[config.mk]
export PLATFORM = sky130hd
export DESIGN_NAME = if_fetch
export DESIGN_NICKNAME = d
export VERILOG_FILES = /design/src/rtl/if_fetch.sv
export SDC_FILE = /design/constraint.sdc
export NUM_CORES = 1
export LEC_CHECK = 0
export ABC_AREA = 1
export CAP_MARGIN = 20
export CORE_MARGIN = 8
export CORE_UTILIZATION = 45
export DETAILED_ROUTE_END_ITERATION = 10
export GPL_TIMING_DRIVEN = 1
export PLACE_DENSITY_LB_ADDON = 0.05
export SLEW_MARGIN = 10
export SYNTH_ARGS = -nofsm -noshare
export SYNTH_HDL_FRONTEND = slang
export SYNTH_SLANG_ARGS = --single-unit
[constraint.sdc]
create_clock -name clk -period 3.6 [get_ports clk]
set_input_delay 1.08 -clock clk [delete_from_list [all_inputs] [get_ports clk]]
set_output_delay 1.08 -clock clk [all_outputs]
set_load 0.05 [all_outputs]
[src/rtl/if_fetch.sv]
// Instruction fetch: assembles a 32-bit little-endian word from four byte reads.
// Optional 16-entry direct-mapped instruction cache when ICACHE_EN is defined.
module if_fetch (
    input  logic        clk,
    input  logic        rst_n,
    input  logic [31:0] pc_i,
    input  logic        jmp,
    input  logic        stall_i,
    output logic        pc_stall_o,
    output logic        mem_re_o,
    output logic [31:0] mem_addr_o,
    input  logic        mem_busy_i,
    input  logic [7:0]  mem_data_i,
    output logic [31:0] inst_o,
    output logic [31:0] inst_pc_o,
    output logic        inst_valid_o
);

    typedef enum logic {ST_ISSUE, ST_VALID} state_t;

    state_t      r_state, w_state_nxt;
    logic [2:0]  r_k, w_k_nxt;
    logic        r_pend, w_pend_nxt;
    logic [1:0]  r_lane, w_lane_nxt;
    logic [23:0] r_buf, w_buf_nxt;
    logic [31:0] r_inst, w_inst_nxt;
    logic [31:0] r_inst_pc, w_inst_pc_nxt;
    logic        r_valid, w_valid_nxt;
    logic        w_hit;
    logic [31:0] w_hit_data;
    logic        w_fill;

`ifdef ICACHE_EN
    logic [15:0] r_cv;
    logic [25:0] r_ctag  [16];
    logic [31:0] r_cdata [16];
    logic [3:0]  w_idx;

    assign w_idx      = pc_i[5:2];
    // A lookup is only meaningful at the very start of a fetch.
    assign w_hit      = (r_state == ST_ISSUE) && (r_k == 3'd0) && !r_pend &&
                        r_cv[w_idx] && (r_ctag[w_idx] == pc_i[31:6]);
    assign w_hit_data = r_cdata[w_idx];

    always_ff @(posedge clk or negedge rst_n) begin
        if (!rst_n) begin
            r_cv <= '0;
        end else if (w_fill) begin
            r_cv[w_idx] <= 1'b1;
        end
    end

    // NOTE: tag/data arrays have no reset; the valid bits alone make stale contents harmless.
    always_ff @(posedge clk) begin
        if (w_fill) begin
            r_ctag[w_idx]  <= pc_i[31:6];
            r_cdata[w_idx] <= {mem_data_i, r_buf};
        end
    end
`else
    assign w_hit      = 1'b0;
    assign w_hit_data = '0;
`endif

    // NOTE: sequential state uses non-blocking assignments so all registers update together.
    always_ff @(posedge clk or negedge rst_n) begin
        if (!rst_n) begin
            r_state   <= ST_ISSUE;
            r_k       <= 3'd0;
            r_pend    <= 1'b0;
            r_lane    <= 2'd0;
            r_buf     <= '0;
            r_inst    <= '0;
            r_inst_pc <= '0;
            r_valid   <= 1'b0;
        end else begin
            r_state   <= w_state_nxt;
            r_k       <= w_k_nxt;
            r_pend    <= w_pend_nxt;
            r_lane    <= w_lane_nxt;
            r_buf     <= w_buf_nxt;
            r_inst    <= w_inst_nxt;
            r_inst_pc <= w_inst_pc_nxt;
            r_valid   <= w_valid_nxt;
        end
    end

    // NOTE: every signal gets a default first so no path can infer a latch.
    always_comb begin
        w_state_nxt   = r_state;
        w_k_nxt       = r_k;
        w_pend_nxt    = 1'b0;
        w_lane_nxt    = r_lane;
        w_buf_nxt     = r_buf;
        w_inst_nxt    = r_inst;
        w_inst_pc_nxt = r_inst_pc;
        w_valid_nxt   = r_valid;
        w_fill        = 1'b0;
        pc_stall_o    = 1'b1;
        mem_re_o      = 1'b0;
        mem_addr_o    = pc_i + {29'd0, r_k};

        case (r_state)
            ST_ISSUE: begin
                if (w_hit) begin
                    w_inst_nxt    = w_hit_data;
                    w_inst_pc_nxt = pc_i;
                    w_valid_nxt   = 1'b1;
                    w_state_nxt   = ST_VALID;
                end else begin
                    mem_re_o = (r_k <= 3'd3);
                    if (mem_re_o && !mem_busy_i) begin
                        w_k_nxt    = r_k + 3'd1;
                        w_pend_nxt = 1'b1;
                        w_lane_nxt = r_k[1:0];
                    end
                end
                // The byte for the request accepted last edge arrives now.
                if (r_pend) begin
                    case (r_lane)
                        2'd0: w_buf_nxt[7:0]   = mem_data_i;
                        2'd1: w_buf_nxt[15:8]  = mem_data_i;
                        2'd2: w_buf_nxt[23:16] = mem_data_i;
                        default: begin
                            w_inst_nxt    = {mem_data_i, r_buf};
                            w_inst_pc_nxt = pc_i;
                            w_valid_nxt   = 1'b1;
                            w_state_nxt   = ST_VALID;
                            w_k_nxt       = 3'd0;
                            w_fill        = 1'b1;
                        end
                    endcase
                end
            end
            ST_VALID: begin
                pc_stall_o = stall_i;
                if (!stall_i) begin
                    w_valid_nxt = 1'b0;
                    w_state_nxt = ST_ISSUE;
                    w_k_nxt     = 3'd0;
                end
            end
            default: w_state_nxt = ST_ISSUE;
        endcase

        // A redirect wins over everything, including a byte still in flight.
        if (jmp) begin
            w_state_nxt = ST_ISSUE;
            w_k_nxt     = 3'd0;
            w_pend_nxt  = 1'b0;
            w_buf_nxt   = '0;
            w_valid_nxt = 1'b0;
            w_fill      = 1'b0;
        end
    end

    assign inst_o       = r_inst;
    assign inst_pc_o    = r_inst_pc;
    assign inst_valid_o = r_valid;

endmodule

==> flow_metrics.tcl <==
set metrics [dict create \
    synth.area.top_cells "dfrtp_1, nand2_1, inv_1" \
    nets 844 \
    synth_top_cell_area_share_pct 48.9 \
    timing.final.ws_setup_ns -0.107 \
    start_util_pct 45.7 \
    hp-class "register to register" \
    drive_above_1_share_pct 25.1 \
    grt_pass1_vias 4553 \
    crit_chain "buf_8 -> ha_4 -> inv_2 -> fa_2 -> inv_2 -> nand3_2 -> nand2_4 -> nand2_8 -> nor2_4 -> nand2_1 -> nand2_1 -> nand2_2 -> buf_12" \
    maxSlewViolCount 0 \
    critPathMaxFanout 5 \
    place_congestion 0.861 \
    synthArstFlopShare_pct 100 \
    period_share_pct 103 \
    synth_seq_cells 96 \
    rsz0062_at_grt "true" \
    grt_start_max_net_pins 99 \
    worstPathArrival_ns 2.63 \
    netlist_area_mm2 0.00491 \
    r2r-start "r_state" \
    maxUsedRoutingLayer "met4" \
    clk_path_buf_depth 2 \
    regArea_mm2 0.00240 \
    core-area_mm2 0.0107 \
    critical_path_class "input pin to output pin" \
    avgSynthCellArea_um2 7.95 \
    ant_nets 0 \
    endpoint_kind "output pin" \
    grt_overflow_total 0 \
    cts-buffers-inserted 9 \
    totalPowerFinal_uw 4440 \
    grt_usage_pct 19.6 \
    critical_path_required_ns 2.52 \
    status "complete, but fails checks" \
    synth_enable_flop_cells 0 \
    root_buffer "clkbuf_8" \
    yosysMostFrequentCell "nand2_1" \
    cts.clk_slew.worst_paths_ns 0.09 \
    hold_viol 0 \
    rows 38 \
    syn-num-nets 669 \
    leakage_uw 0.00371 \
    fmax_mhz 270 \
    antenna_found_initial 1 \
    relSlewSlack_pct 63.1 \
    powerDensity_mw_per_mm2 583 \
    fp.dieH_um 120 \
    dr_wl_met2_um 6920 \
    drv_cap 0 \
    ys_seq_area_share_pct 48.9 \
    multi_input_area_mm2 0.00238 \
    synth_ff_type "dfrtp_1" \
    cts.sinks 96 \
    drc 0 \
    ys.warnings.count 0 \
    met1_length_um 5470 \
    ys_top_cells_by_count "nand2_1, dfrtp_1, inv_1" \
    cp-startpoint "pc_i[0]" \
    cpPeakStageDelay_ns 0.36 \
    yosysTopAreaCell "dfrtp_1" \
    vias 4488 \
    violations "setup timing" \
    dpl.hpwl_um 10700 \
    max_slew.worst_pin.slew_ns 0.552 \
    synth_cells 618 \
    netlist-cell-type-count 27 \
    die_w_um 120 \
    crit_slowest_cell "fa_2" \
    drt_iter0_drc 211 \
    clk_latency_ns 0.38 \
    period_minus_slack_ns 3.71 \
    vdd_drop_max_uv 465 \
    fillCellCount 876 \
    htreeDepth 3 \
    firstDrtPassIters 4 \
    io_pins 144 \
    syn2layout_area_growth_pct 55.2 \
    worst_hold_slack_ns 0.490 \
    setup_viol 11 \
    wirelength_um 14000 \
    io_buffers 143 \
    cts_tree "done" \
    dieArea_mm2 0.0145 \
    wl_met3_um 1400 \
    vias_per_cell 4.78 \
    cp-start-kind "input pin" \
    finalClockSkew_ns 0.0125 \
    min_from "inst_o[16]" \
    post_drt_wl_per_cell_um 14.9 \
    grt_pass1_wl_um 22700 \
]
==> where the power goes <==
group | internal, µW | switching (µW)
combinational | 752 | 1430
sequential | 1350 | 151
clock | 350 | 411
total | 2450 | 1990
==> routing by layer <==
layer	up-vias	GRT usage [%]
met5	-	0
met4	0	6.25
met3	17	9.51
met2	109	32.9
met1	2123	21.5
li1	2239	-
==> cells by family after synthesis <==
family | Yosys count | synth area share (%)
simple gates | 294 | 24.8
buf+inv | 112 | 10.7
compound gates | 97 | 11.5
flops | 96 | 48.9
xor+xnor | 13 | 2.32
fa+ha+maj | 6 | 1.68
==> cell type report <==
cell class / count / share of cell area (%)
clock buffers: 10 / 1.81
inverters: 93 / 4.58
diodes: 1 / 0.0328
flip-flops and latches: 96 / 31.5
well taps: 140 / 2.30
repair buffers: 183 / 27.6
multi-input cells: 410 / 31.2
clock inverters: 6 / 0.952
==> per-stage QoR <==
step / utilization (%) / instances / instance area [µm²] / setup slack (ns) / setup TNS, ns
after CTS: 69.3 / 936 / 7450 / -0.127 / -0.732
after global placement: 66.2 / 917 / 7110 / -0.614 / -11.53
after global routing: 70.9 / 939 / 7620 / -0.218 / -1.86
after floorplan: - / 618 / 5060 / -0.0924 / -0.153
final: 70.9 / 939 / 7620 / -0.107 / -0.677
after detailed placement: 66.2 / 917 / 7110 / -0.646 / -11.93
==> worst paths after layout <==
path,endpoint,slack [ns],depth (start not counted)
worst max-delay path,mem_addr_o[28],-0.11,13
worst min-delay path,inst_o[16],0.49,2
max in group asynchronous,inst_pc_o[23],2.47,2
worst min register to register,inst_o[16],0.49,2
min in group asynchronous,r_buf[23],0.74,2
worst max register to register,inst_pc_o[29],1.85,4
==> flip-flops by register name, indices dropped and copies added (netlist names) <==
name	count
r_state	1
r_k	3
inst_valid_o	1
inst_pc_o	32
r_lane	2
r_pend	1
inst_o	32
r_buf	24
==> critical path, delay by kind of cell <==
kind,cells,cell delay (ns)
adder cells (fa/ha/maj),2,0.49
buffers and inverters,4,0.32
AND/OR/NAND/NOR,7,0.72
==> layout by cell type, fill, tap and decap left out, types with 7 or more instances in the layout <==
master	n
nand2_1	176
dfrtp_1	96
inv_1	86
clkdlybuf4s50_1	83
o21ai_0	64
buf_4	37
buf_12	35
nor2_1	29
nand2_2	22
nor2_2	21
nand3_1	19
o21ai_2	17
o21ai_1	13
dlymetal6s2s_1	12
dlygate4sd2_1	11
clkbuf_8	10
nor2_4	9
inv_2	7
xor2_2	7
==> repair_timing <==
action / 4_1_cts / 5_1_grt
setup endpoints to repair: 31 / 27
buffers inserted: 3 / 4
gates resized for setup: 57 / 49
pin swaps: 15 / 20
hold buffers: 0 / 0
No activity file was read; power rests on OpenSTA's default activity.
